File: src/rtl/signal_meter_pkg.sv
// signal_meter_pkg: shared types and constants for the signal_meter block.
// Holds the FSM state encoding, default counter width, the saturation
// constant helper and the reset values of the optional peak trackers.
package signal_meter_pkg;

    typedef enum logic [1:0] {
        ST_IDLE,
        ST_ARM,
        ST_MEASURE,
        ST_DONE
    } state_e;

    localparam int CNT_W_DEFAULT = 16;

    localparam logic signed [7:0] PEAK_MAX_INIT = 8'sh80;
    localparam logic signed [7:0] PEAK_MIN_INIT = 8'sh7F;

    // All-ones value of a w-bit unsigned counter.
    function automatic logic [63:0] cnt_max(input int w);
        return (64'd1 << w) - 64'd1;
    endfunction

endpackage

File: src/rtl/sync_edge_detect.sv
// sync_edge_detect: brings an asynchronous 1-bit input into the clk domain
// through a SYNC_STAGES-deep flop chain, then compares the synchronised level
// against a one-cycle history flop to produce single-cycle rise/fall pulses.
module sync_edge_detect
    import signal_meter_pkg::*;
#(
    parameter int SYNC_STAGES = 2
) (
    input  logic clk,
    input  logic reset,
    input  logic sig_in,
    output logic level,
    output logic rise,
    output logic fall
);

    logic [SYNC_STAGES-1:0] sync_q;
    logic [SYNC_STAGES-1:0] sync_d;
    logic                   hist_q;
    logic                   hist_d;

    // Shift the raw input into the chain and remember the previous level.
    always_comb begin
        sync_d = {sync_q[SYNC_STAGES-2:0], sig_in};
        hist_d = sync_q[SYNC_STAGES-1];
    end

    // Register the synchroniser chain and the history bit.
    always_ff @(posedge clk) begin
        if (reset) begin
            sync_q <= '0;
            hist_q <= 1'b0;
        end else begin
            sync_q <= sync_d;
            hist_q <= hist_d;
        end
    end

    assign level = sync_q[SYNC_STAGES-1];
    assign rise  = level & ~hist_q;
    assign fall  = ~level & hist_q;

endmodule

File: src/rtl/signal_meter.sv
// signal_meter: measures period and high time (in clk cycles) of a periodic
// asynchronous 1-bit signal and presents each result on a valid/ready port.
// Optional feature macro SIGNAL_METER_PEAK_EN adds signed max/min tracking
// of the 'sample' stream over the measured period.
module signal_meter
    import signal_meter_pkg::*;
#(
    parameter int CNT_W       = CNT_W_DEFAULT,
    parameter int SYNC_STAGES = 2
) (
    input  logic                    clk,
    input  logic                    reset,
    input  logic                    enable,
    input  logic                    start,
    input  logic                    sig_in,
    input  logic signed [7:0]       sample,
    output logic                    busy,
    output logic                    valid,
    input  logic                    ready,
    output logic [CNT_W-1:0]        period,
    output logic [CNT_W-1:0]        high_time,
    output logic                    timeout
`ifdef SIGNAL_METER_PEAK_EN
    ,
    output logic signed [7:0]       peak_max,
    output logic signed [7:0]       peak_min
`endif
);

    localparam logic [CNT_W-1:0] CNT_MAX = CNT_W'(cnt_max(CNT_W));

    logic sig_level_unused;
    logic rise;
    logic fall;

    sync_edge_detect #(
        .SYNC_STAGES(SYNC_STAGES)
    ) u_sync (
        .clk    (clk),
        .reset  (reset),
        .sig_in (sig_in),
        .level  (sig_level_unused),
        .rise   (rise),
        .fall   (fall)
    );

    state_e           state_q, state_d;
    logic [CNT_W-1:0] cnt_q, cnt_d;
    logic [CNT_W-1:0] cnt_inc;
    logic             high_seen_q, high_seen_d;
    logic [CNT_W-1:0] high_lat_q, high_lat_d;
    logic [CNT_W-1:0] period_q, period_d;
    logic [CNT_W-1:0] high_time_q, high_time_d;
    logic             timeout_q, timeout_d;
    logic             valid_q, valid_d;
    logic             busy_q, busy_d;

`ifdef SIGNAL_METER_PEAK_EN
    logic signed [7:0] run_max_q, run_max_d;
    logic signed [7:0] run_min_q, run_min_d;
    logic signed [7:0] peak_max_q, peak_max_d;
    logic signed [7:0] peak_min_q, peak_min_d;
`else
    logic unused_sample;
    assign unused_sample = ^sample;
`endif

    // Next-state logic: counting, edge-driven latching and saturation handling.
    always_comb begin
        state_d     = state_q;
        cnt_d       = cnt_q;
        high_seen_d = high_seen_q;
        high_lat_d  = high_lat_q;
        period_d    = period_q;
        high_time_d = high_time_q;
        timeout_d   = timeout_q;
`ifdef SIGNAL_METER_PEAK_EN
        run_max_d   = run_max_q;
        run_min_d   = run_min_q;
        peak_max_d  = peak_max_q;
        peak_min_d  = peak_min_q;
`endif
        cnt_inc = (cnt_q == CNT_MAX) ? CNT_MAX : cnt_q + CNT_W'(1);

        case (state_q)
            ST_IDLE: begin
                if (start && enable) begin
                    state_d     = ST_ARM;
                    cnt_d       = '0;
                    timeout_d   = 1'b0;
                    high_seen_d = 1'b0;
                end
            end
            ST_ARM: begin
                if (!enable) begin
                    state_d = ST_IDLE;
                end else if (rise) begin
                    state_d = ST_MEASURE;
                    cnt_d   = CNT_W'(1);
`ifdef SIGNAL_METER_PEAK_EN
                    run_max_d = sample;
                    run_min_d = sample;
`endif
                end else begin
                    cnt_d = cnt_inc;
                    if (cnt_inc == CNT_MAX) begin
                        state_d     = ST_DONE;
                        timeout_d   = 1'b1;
                        period_d    = CNT_MAX;
                        high_time_d = CNT_MAX;
`ifdef SIGNAL_METER_PEAK_EN
                        peak_max_d  = PEAK_MAX_INIT;
                        peak_min_d  = PEAK_MIN_INIT;
`endif
                    end
                end
            end
            ST_MEASURE: begin
                if (!enable) begin
                    state_d = ST_IDLE;
                end else if (rise) begin
                    state_d     = ST_DONE;
                    period_d    = cnt_q;
                    high_time_d = high_lat_q;
`ifdef SIGNAL_METER_PEAK_EN
                    peak_max_d  = run_max_q;
                    peak_min_d  = run_min_q;
`endif
                end else begin
`ifdef SIGNAL_METER_PEAK_EN
                    run_max_d = (sample > run_max_q) ? sample : run_max_q;
                    run_min_d = (sample < run_min_q) ? sample : run_min_q;
`endif
                    if (fall && !high_seen_q) begin
                        high_seen_d = 1'b1;
                        high_lat_d  = cnt_q;
                    end
                    cnt_d = cnt_inc;
                    if (cnt_inc == CNT_MAX) begin
                        state_d     = ST_DONE;
                        timeout_d   = 1'b1;
                        period_d    = CNT_MAX;
                        high_time_d = high_seen_d ? high_lat_d : CNT_MAX;
`ifdef SIGNAL_METER_PEAK_EN
                        peak_max_d  = run_max_d;
                        peak_min_d  = run_min_d;
`endif
                    end
                end
            end
            ST_DONE: begin
                if (valid_q && ready) begin
                    if (start && enable) begin
                        state_d     = ST_ARM;
                        cnt_d       = '0;
                        timeout_d   = 1'b0;
                        high_seen_d = 1'b0;
                    end else begin
                        state_d = ST_IDLE;
                    end
                end
            end
            default: state_d = ST_IDLE;
        endcase

        valid_d = (state_d == ST_DONE);
        busy_d  = (state_d != ST_IDLE);
    end

    // Register FSM state, counters and all outputs.
    always_ff @(posedge clk) begin
        if (reset) begin
            state_q     <= ST_IDLE;
            cnt_q       <= '0;
            high_seen_q <= 1'b0;
            high_lat_q  <= '0;
            period_q    <= '0;
            high_time_q <= '0;
            timeout_q   <= 1'b0;
            valid_q     <= 1'b0;
            busy_q      <= 1'b0;
`ifdef SIGNAL_METER_PEAK_EN
            run_max_q   <= PEAK_MAX_INIT;
            run_min_q   <= PEAK_MIN_INIT;
            peak_max_q  <= PEAK_MAX_INIT;
            peak_min_q  <= PEAK_MIN_INIT;
`endif
        end else begin
            state_q     <= state_d;
            cnt_q       <= cnt_d;
            high_seen_q <= high_seen_d;
            high_lat_q  <= high_lat_d;
            period_q    <= period_d;
            high_time_q <= high_time_d;
            timeout_q   <= timeout_d;
            valid_q     <= valid_d;
            busy_q      <= busy_d;
`ifdef SIGNAL_METER_PEAK_EN
            run_max_q   <= run_max_d;
            run_min_q   <= run_min_d;
            peak_max_q  <= peak_max_d;
            peak_min_q  <= peak_min_d;
`endif
        end
    end

    assign busy      = busy_q;
    assign valid     = valid_q;
    assign period    = period_q;
    assign high_time = high_time_q;
    assign timeout   = timeout_q;
`ifdef SIGNAL_METER_PEAK_EN
    assign peak_max  = peak_max_q;
    assign peak_min  = peak_min_q;
`endif

endmodule

File: config.mk
export PLATFORM = sky130hd
export DESIGN_NAME = signal_meter
export DESIGN_NICKNAME = d
export VERILOG_FILES = /design/src/rtl/signal_meter_pkg.sv /design/src/rtl/sync_edge_detect.sv /design/src/rtl/signal_meter.sv
export SDC_FILE = /design/constraint.sdc
export NUM_CORES = 1
export LEC_CHECK = 0
export ABC_AREA = 1
export CAP_MARGIN = 40
export CORE_MARGIN = 2
export CORE_UTILIZATION = 40
export CTS_BUF_LIST = sky130_fd_sc_hd__clkbuf_4 sky130_fd_sc_hd__clkbuf_8 sky130_fd_sc_hd__clkbuf_16
export CTS_CLUSTER_SIZE = 8
export DETAILED_ROUTE_END_ITERATION = 16
export RECOVER_POWER = 25
export SLEW_MARGIN = 30
export SYNTH_ARGS = -nofsm -noshare
export SYNTH_HDL_FRONTEND = slang
export SYNTH_SLANG_ARGS = --single-unit
File: constraint.sdc
create_clock -name clk -period 3.4 [get_ports clk]
set_clock_uncertainty 0.15 [all_clocks]
set_input_delay 0.68 -clock clk [delete_from_list [all_inputs] [get_ports clk]]
set_output_delay 0.68 -clock clk [all_outputs]
set_load 0.03 [all_outputs]
==> results of run 1 <==
## through the flow
step           setup WS, ps  area [sq um]
3_3_place_gp            536          4570
5_1_grt                 151          4800
4_1_cts                 461          4820
3_5_place_dp            473          4600
6_report                458          4800
2_1_floorplan          1120          4100
## cell usage after synthesis
library cell and number:
nor2_4 2, o21bai_1 2, inv_1 75, nand3b_1 16, clkbuf_1 19, inv_2 4
buf_6 1, nand2_2 4, nand3_4 1, buf_2 5, nand3_1 45, ha_1 5
a221oi_1 1, o21ai_0 41, nand3_2 1, a211oi_1 2, o22ai_1 9, buf_1 3
nand2_4 1, a21oi_1 81, xor2_1 4, nand2_1 169, o31ai_1 1, nor3_1 2
buf_4 4, dfxtp_1 73, clkinv_1 1, nor2_2 5, o21ai_1 1, nand4_1 4
mux2i_1 1, o311ai_0 1, nor2_1 58
## where the power goes
part           leakage, nW  internal, mW  total, mW  switching (mW)
clock network        0.105         0.370      0.742           0.372
logic                 1.29         0.194      0.593           0.399
registers            0.590         0.911      0.946          0.0346
## layer usage
metal | part of all wire, % | global-route usage [%]
met4 | 0.76 | 5.14
met1 | 47 | 27.0
met5 | 0 | 0
met2 | 48 | 33.5
met3 | 4.1 | 4.18
## worst paths after layout
kind                                 end  cells after the start  slack [ps]                   startpoint
max            high_time[7]$_SDFFE_PP0P_                     14         460        cnt_q[0]$_SDFFE_PP0P_
min          u_sync.sync_q[1]$_SDFF_PP0_                      2         260  u_sync.sync_q[0]$_SDFF_PP0_
max reg2reg    high_time[7]$_SDFFE_PP0P_                     14         460        cnt_q[0]$_SDFFE_PP0P_
min reg2reg  u_sync.sync_q[1]$_SDFF_PP0_                      2         260  u_sync.sync_q[0]$_SDFF_PP0_
## worst reg2reg max path, cell delays in order, from the launching register on
cell	delay [ps]
dfxtp_1	450
ha_1	270
nand2_1	90
nor2_2	190
nand2_1	120
nor2_2	390
nor2_1	110
inv_1	90
nand3_1	80
nor2_2	180
nand3_4	100
nand2_4	220
nand2_2	220
nand2_1	110
a21oi_1	60
## flip-flops by register name, summed over array words and instances, names as in the netlist
signal	cells
state_q	2
timeout	1
cnt_q	16
high_seen_q	1
valid	1
busy	1
high_time	16
period	16
u_sync.hist_q	1
u_sync.sync_q	2
high_lat_q	16
## logic make-up (layout without fill, tap and decap cells)
family,after synthesis,in the layout
flip-flops,73,73
adder cells (fa/ha/maj),5,5
buffers and inverters,112,146
XOR/XNOR,4,4
AO/OA/AOI/OAI,139,139
multiplexers,1,1
AND/OR/NAND/NOR,308,308
## area by class of cell
type                    count  area share, %
flip-flops and latches     73           30.4
well taps                 133           3.47
clock inverters             6           1.56
clock buffers              10           2.87
multi-input cells         457           45.6
inverters                  80           6.26
repair buffers             50           9.78
## placed cells by master, fill, tap and decap left out, types with 4 or more instances in the layout
| master | synthesis | final |
|---|---|---|
| buf_4 | 4 | 7 |
| inv_1 | 75 | 76 |
| nor2_1 | 58 | 58 |
| clkbuf_8 | 0 | 10 |
| nand3_1 | 45 | 45 |
| o22ai_1 | 9 | 9 |
| nand2_2 | 4 | 4 |
| o21ai_0 | 41 | 41 |
| a21oi_1 | 81 | 81 |
| clkdlybuf4s50_1 | 0 | 32 |
| ha_1 | 5 | 5 |
| nor2_2 | 5 | 5 |
| nand4_1 | 4 | 4 |
| dlygate4sd3_1 | 0 | 7 |
| xor2_1 | 4 | 4 |
| nand3b_1 | 16 | 16 |
| nand2_1 | 169 | 169 |
| dfxtp_1 | 73 | 73 |
==> qor.txt, run 1 <==
Outcome: completed
Die height: 105 microns
Final Core Density: 48.7%
Top-Level Pins: 49
Hold WS: 259 ps
Synthesized flop and latch total: 73
Area contributors post-synth: dfxtp_1 36%, nand2_1 15%, a21oi_1 9.9%
Post-synth top area cell: dfxtp_1
Critical path's top delay family: simple AND/OR/NAND/NOR gates
Reg area: 0.00146 sq mm
Multi-input logic area: 0.00219 sq mm
Wire length of the first global-routing pass: 18300 microns
Vias in the first global route: 3832
Remaining DRCs: 0
Total grt overflow: 0
Tightest Hold Check Type: reg2reg
Clock-pin slew on the worst setup and hold paths: 90 ps
Post-synthesis sequential area ratio: 35.7%
Setup TNS: 0 ps
Synth warn: 0
Post-Synth Adder-Cell Area: 1.53%
CP Data Arrival Time: 3020 ps
CTS max path bufs: 2
Hold_buf cts: 0
Total power: 2.28 mW
CP cell instances: ha_1, nand2_1, nor2_2, nand2_1, nor2_2, nor2_1, inv_1, nand3_1, nor2_2, nand3_4, nand2_4, nand2_2, nand2_1, a21oi_1
Netlist cell types: 33
Max-slew violations: 0
Nets: 690
Post-DR vias/cell: 5.05
Worst rel slew slack: 44.9%
Core Area: 0.00986 sq mm
RSZ-0062 raised after global routing: no
Ant diodes: 0
# rows: 36
Layout area overhead: 17.2%
Initial Util: 41.5%
Worst slew pin tran: 826 ps
CP Max Fanout: 23
Die area: 0.0111 sq mm
GPL Wtd Cong: 0.926
Initial DRT Pass Iterations: 4
PD cells: 475 mW/mm^2
Post-layout minimum cycle time: 2940 ps
CP endpoint kind: flip-flop
Post-CTS Setup Bufs: 0
Fillcell total: 1020
Mapped Cells: 642
Post-cts sizing count: 0
Wirelength per Cell: 13.4 microns
P_leak: 1.99 nW
Antenna-violating nets left: 0
Max_cap viols: 0
Worst path max stage delay: 450 ps
Setup CP Type: reg2reg
Total GRT Usage: 20.3%
Clock Latency Late Sink: 350 ps
Tcrit/Tclk final: 86.5%
Area share of the largest cell type after synthesis: 35.7%
Via count: 4085
Finish-stage setup viols: 0
Post-Route WL: 10800 microns
CTS Sinks: 73
Layout cells sized above 1: 6.21%
Worst EP required: 3480 ps
Slowest CP cell: dfxtp_1
Simple-gate share of the synthesized area: 33.0%
Fin cells: 809
Mapped Avg Cell Area: 6.38 sq um
VDD IR-drop max: 264 uV
Pin count of the biggest net entering global routing: 44
Synth Cell Area: 0.00410 sq mm
Die Span X: 105 microns
H-tree Lvls: 3
Total CTS buffers: 9
Post-synth net total: 661
Crit path buf inv count: 1
HPWL after DPL: 7580 microns
Initial antenna violation count: 0
Largest family of logic cells by synthesized area: simple AND/OR/NAND/NOR gates
Highest clock rate: 340 MHz
IO buf count: 40
CP startpoint kind: flip-flop
Root buffer selected by CTS: clkbuf_8
Inst Count DP: 793
CTS tree: done
Mux contribution to synthesized area: 0.244%
Initial DRC Count: 196
Synth Area in XOR/XNOR: 0.855%
Synth Area in Compound Gates: 17.8%
Fin. Hold Viols: 0
(Power assumes the default switching activity.)
==> run 2, diff against run 1 <==
Settings changed: CORE_MARGIN 2 to 4, TNS_END_PERCENT from default to 1.
==> qor.txt, run 2 (synthesis results as in run 1) <==
GPL Wtd Cong: 0.920 (-0.71%)
HPWL after DPL: 7530 microns (-0.62%)
Die height: 109 microns (+3.8%)
Fin. Hold Viols: 0 (unchanged)
Post-DR vias/cell: 5.04 (about the same)
Die Span X: 109 microns (+3.8%)
Max_cap viols: 1 (+1)
CP Data Arrival Time: 3000 ps (-20 ps)
CP cell instances: ha_1, nand2_1, nor2_2, nand2_1, nor2_2, nor2_1, inv_1, nand3_1, nor2_2, nand3_4, nand2_4, nand2_2, nand2_1, a21oi_1
Total GRT Usage: 19.2% (-1.1 points)
# rows: 36 (unchanged)
CTS tree: done
Nets: 689 (-0.14%)
Final worst setup slack: 415 ps (-43.8 ps)
CTS max path bufs: 2 (unchanged)
Commonest non-fill, non-tap cells in the layout: 169 x nand2_1, 81 x a21oi_1, 75 x inv_1
P_leak: 1.99 nW (+0.35%)
Initial DRT Pass Iterations: 5 (+1)
Reg-to-Reg Start: cnt_q[1]$_SDFFE_PP0P_
Post-layout minimum cycle time: 2990 ps (+43.8 ps)
VDD IR-drop max: 249 uV (-5.8%)
Highest clock rate: 335 MHz (-1.5%)
Pin count of the biggest net entering global routing: 37 (-16%)
Worst EP required: 3410 ps (-70 ps)
Switch Pwr: 0.791 mW (-1.9%)
Antenna-violating nets left: 0 (unchanged)
Combinational fraction of design power: 25.6% (-0.4 points)
CP startpoint kind: flip-flop
Total grt overflow: 0 (unchanged)
Post-Route WL: 10900 microns (+0.18%)
Internal power: 1.53 mW (+3.7%)
Slowest CP cell: dfxtp_1
Layout cells sized above 1: 6.37% (+0.16 points)
Wire length of the first global-routing pass: 18200 microns (-0.38%)
Root buffer selected by CTS: clkbuf_8
Final Core Density: 48.7% (about the same)
RR Endpoint: high_time[13]$_SDFFE_PP0P_
Failing checks: capacitance limit, slew limit
Initial Util: 41.5% (unchanged)
Clock Latency Late Sink: 350 ps (about the same)
Sequential share of power: 40.7% (-0.8 points)
Ant diodes: 0 (unchanged)
Wirelength per Cell: 13.4 microns (+0.30%)
Worst Setup SP: cnt_q[1]$_SDFFE_PP0P_
H-tree Lvls: 3 (unchanged)
Worst rel slew slack: -15.1% (-60 points)
Worst slew pin tran: 1730 ps (+900 ps)
Via count: 4076 (-0.22%)
Max-slew violations: 37 (+37)
Setup TNS: 0 ps (unchanged)
Post-cts sizing count: 0 (unchanged)
Reg2Reg Depth: 14 (unchanged)
Fin cells: 808 (-0.12%)
CP Max Fanout: 23 (unchanged)
Remaining DRCs: 0 (unchanged)
Layout area overhead: 17.3% (about the same)
Post-CTS Setup Bufs: 0 (unchanged)
CTS Sinks: 73 (unchanged)
Finish-stage setup viols: 0 (unchanged)
Core Area: 0.00986 sq mm (unchanged)
Clock share of power: 33.6% (+1.1 points)
Clock-pin slew on the worst setup and hold paths: 80 ps (about the same)
RSZ-0062 raised after global routing: no
Top-Level Pins: 49 (unchanged)
Commonest non-fill, non-tap cell in the layout: nand2_1
Initial antenna violation count: 0 (unchanged)
PD cells: 483 mW/mm^2 (+1.7%)
Hold_buf cts: 0 (unchanged)
Initial DRC Count: 230 (+17%)
Worst path max stage delay: 440 ps (about the same)
Inst Count DP: 791 (-0.25%)
Tcrit/Tclk final: 87.8% (+1.3 points)
Setup CP Type: reg2reg
Die area: 0.0119 sq mm (+7.8%)
Worst slack, placed: 466 ps (-7.39 ps)
Total CTS buffers: 9 (unchanged)
R2R setup slack: 410 ps (-40 ps)
Sw Ratio: 34.1% (-1.3 points)
Outcome: complete, but fails checks
Tightest Hold Check Type: reg2reg
IO buf count: 40 (unchanged)
Crit path capture: high_time[13]$_SDFFE_PP0P_
Vias in the first global route: 3894 (+1.6%)
CP endpoint kind: flip-flop
## run 2: worst min-delay path by stage
stage | startpoint | to | slack (ps) | cells after the start
global placement | u_sync.sync_q[0]$_SDFF_PP0_ | u_sync.sync_q[1]$_SDFF_PP0_ | 240 | 2
CTS | u_sync.sync_q[0]$_SDFF_PP0_ | u_sync.sync_q[1]$_SDFF_PP0_ | 260 | 2
finish | u_sync.sync_q[0]$_SDFF_PP0_ | u_sync.sync_q[1]$_SDFF_PP0_ | 250 | 2
floorplan | u_sync.sync_q[0]$_SDFF_PP0_ | u_sync.sync_q[1]$_SDFF_PP0_ | 240 | 2
global route | u_sync.sync_q[0]$_SDFF_PP0_ | u_sync.sync_q[1]$_SDFF_PP0_ | 290 | 2
detailed placement | u_sync.sync_q[0]$_SDFF_PP0_ | u_sync.sync_q[1]$_SDFF_PP0_ | 240 | 2
## run 2: critical path, delay by kind of cell, from the launching register on
| kind | cells | cell delay (ps) |
|---|---|---|
| and+or+nand+nor | 11 | 1770 |
| adders and majority gates | 1 | 260 |
| buffers and inverters | 1 | 100 |
| AOI/OAI and AO/OA | 1 | 60 |
| DFF | 1 | 440 |
## run 2: per-stage QoR
stage	hold slack (ps)	area (sq um)	total power [mW]
finish	253	4800	2.32
floorplan	238	4100	1.40
global route	292	4800	2.46
CTS	255	4800	2.34
global placement	239	4570	1.54
detailed placement	243	4580	1.56
## run 2: cell type report
cell class                      instances  area, sq um
Clock inverter                          6         90.1
Timing Repair Buffer                   49          463
Inverter                               80          300
Clock buffer                           10          131
Tap cell                              133          166
Fill cell                            1022         5060
Sequential cell                        73         1460
Multi-Input combinational cell        457         2190
## run 2: power by group through the flow
stage	combinational, mW	sequential, mW	clock [mW]
detailed placement	0.595	0.966	0
global placement	0.579	0.963	0
global route	0.675	0.953	0.836
CTS	0.600	0.946	0.798
finish	0.595	0.945	0.780
floorplan	0.399	1.00	0
## run 2: per-layer routing
| metal | up-vias | wire, microns | track usage (%) |
|---|---|---|---|
| li1 | 2123 | - | - |
| met5 | - | 0 | 0 |
| met3 | 14 | 497 | 4.85 |
| met4 | 0 | 138 | 5.79 |
| met2 | 89 | 4960 | 31.0 |
| met1 | 1850 | 5260 | 25.3 |
==> run 3, diff against run 2 <==
Clock period 3.4 ns to 2.5 ns, I/O delays scaled along.
==> qor.txt, run 3 (synthesis results as in run 1) <==
H-tree Lvls: 3 (unchanged)
Wire length of the first global-routing pass: 18700 microns (+2.7%)
Worst rel slew slack: 62.6% (+78 points)
CTS Sinks: 73 (unchanged)
Root buffer selected by CTS: clkbuf_8
Finish-stage setup viols: 0 (unchanged)
Remaining DRCs: 0 (unchanged)
Total grt overflow: 0 (unchanged)
Wirelength per Cell: 14.1 microns (+5.0%)
Worst slack, placed: -59.2 ps (-525 ps)
P_leak: 2.17 nW (+8.7%)
Die area: 0.0119 sq mm (unchanged)
Multi-input logic area: 0.00231 sq mm (+5.4%)
Layout cells sized above 1: 13.9% (+7.5 points)
Post-layout minimum cycle time: 2420 ps (-566 ps)
Post-DR vias/cell: 5.12 (+1.5%)
Die height: 109 microns (unchanged)
Final Core Density: 52.4% (+3.8 points)
Initial DRC Count: 221 (-3.9%)
PD cells: 604 mW/mm^2 (+25%)
Post-DP Area: 0.00480 sq mm (+4.9%)
Initial DRT Pass Iterations: 4 (-1)
Pin count of the biggest net entering global routing: 34 (-8.1%)
Critical path's top delay family: simple AND/OR/NAND/NOR gates
Slowest CP cell: dfxtp_2
Vias in the first global route: 3892 (-0.051%)
Max-slew violations: 0 (-100%)
CP Max Fanout: 8 (-65%)
Tcrit/Tclk final: 96.8% (+9.0 points)
CP endpoint kind: flip-flop
Crit path top cell by count: nand2_1
Setup CP Type: reg2reg
Die Span X: 109 microns (unchanged)
Worst EP required: 2640 ps (-770 ps)
Total power: 3.13 mW (+35%)
# rows: 36 (unchanged)
Crit path buf inv count: 1 (unchanged)
RSZ-0062 raised after global routing: yes
Initial antenna violation count: 0 (unchanged)
Fillcell total: 999 (-2.3%)
Commonest non-fill, non-tap cells in the layout: 166 x nand2_1, 79 x a21oi_1, 74 x inv_1
Post-Route WL: 11900 microns (+9.2%)
Top-Level Pins: 49 (unchanged)
Reg area: 0.00147 sq mm (+0.51%)
Fin. Hold Viols: 0 (unchanged)
Via count: 4302 (+5.5%)
Antenna-violating nets left: 0 (unchanged)
HPWL after DPL: 7970 microns (+5.9%)
Max_cap viols: 0 (-1)
Clock-pin slew on the worst setup and hold paths: 90 ps (about the same)
CP Data Arrival Time: 2560 ps (-440 ps)
GPL Wtd Cong: 0.935 (+1.7%)
Tightest Hold Check Type: reg2reg
Outcome: completed
CP cell instances: ha_4, nand3_2, nor2_4, nand2_2, nand2_1, nand2_1, nor2_2, nand3_4, clkbuf_16, nand3b_1, nand2_1, a21oi_1
Hold_buf cts: 0 (unchanged)
CTS max path bufs: 2 (unchanged)
Worst slew pin tran: 562 ps (-1160 ps)
IO buf count: 40 (unchanged)
Clock Latency Late Sink: 360 ps (about the same)
Nets: 721 (+4.6%)
Initial Util: 41.5% (unchanged)
CTS tree: done
CP startpoint kind: flip-flop
Worst path max stage delay: 370 ps (-70 ps)
Total GRT Usage: 19.7% (+0.53 points)
Highest clock rate: 413 MHz (+23%)
Commonest non-fill, non-tap cell in the layout: nand2_1
Layout area overhead: 26.3%
Post-route cell area: 0.00517 sq mm (+7.7%)
Core Area: 0.00986 sq mm (unchanged)
Ant diodes: 0 (unchanged)
Final worst setup slack: 80.1 ps (-334 ps)
Total CTS buffers: 9 (unchanged)
Hold WS: 257 ps (+3.95 ps)
VDD IR-drop max: 408 uV (+64%)
-- run 3: repair_timing --
item                                    4_1_cts  5_1_grt
cloned                                        0        3
resized for setup                             2       32
endpoints found under the setup margin       11       37
setup buffers                                 0        1
pin swaps                                     0        7
-- run 3: layout make-up --
class | count | share of cell area (%)
clock buffers | 10 | 2.54
repair buffers | 79 | 14.1
multi-input cells | 459 | 44.6
inverters | 80 | 5.81
flip-flops and latches | 73 | 28.4
clock inverters | 6 | 1.31
well taps | 133 | 3.22
-- run 3: worst reg2reg max path, stage by stage (launching register included) --
cell,delay [ps]
dfxtp_2,370
ha_4,160
nand3_2,150
nor2_4,200
nand2_2,150
nand2_1,150
nand2_1,90
nor2_2,210
nand3_4,240
clkbuf_16,250
nand3b_1,80
nand2_1,50
a21oi_1,120
-- run 3: routing by layer --
metal / global-route usage, % / wire length, microns / vias to the layer above
met5: 0 / 0 / -
met2: 32.0 / 5660 / 86
met1: 27.2 / 5650 / 2018
met4: 5.16 / 165 / 0
met3: 3.32 / 382 / 13
li1: - / - / 2185
-- run 3: stage by stage --
step / TNS, ps / std cells
2_1_floorplan: 0 / 642
3_3_place_gp: -95.3 / 820
3_5_place_dp: -503 / 820
4_1_cts: 0 / 836
5_1_grt: -1120 / 840
6_report: 0 / 840
-- run 3: power breakdown --
part / internal, mW / switching, mW / total (mW)
registers: 1.24 / 0.0447 / 1.28
clock network: 0.476 / 0.502 / 0.978
logic: 0.291 / 0.573 / 0.864
-- run 3: final timing paths --
kind	cells after the start	start	endpoint	slack [ps]
worst max register to register	12	cnt_q[1]$_SDFFE_PP0P_	period[3]$_SDFFE_PP0P_	80
worst min register to register	2	u_sync.sync_q[0]$_SDFF_PP0_	u_sync.sync_q[1]$_SDFF_PP0_	260
worst max-delay path	12	cnt_q[1]$_SDFFE_PP0P_	period[3]$_SDFFE_PP0P_	80
worst min-delay path	2	u_sync.sync_q[0]$_SDFF_PP0_	u_sync.sync_q[1]$_SDFF_PP0_	260
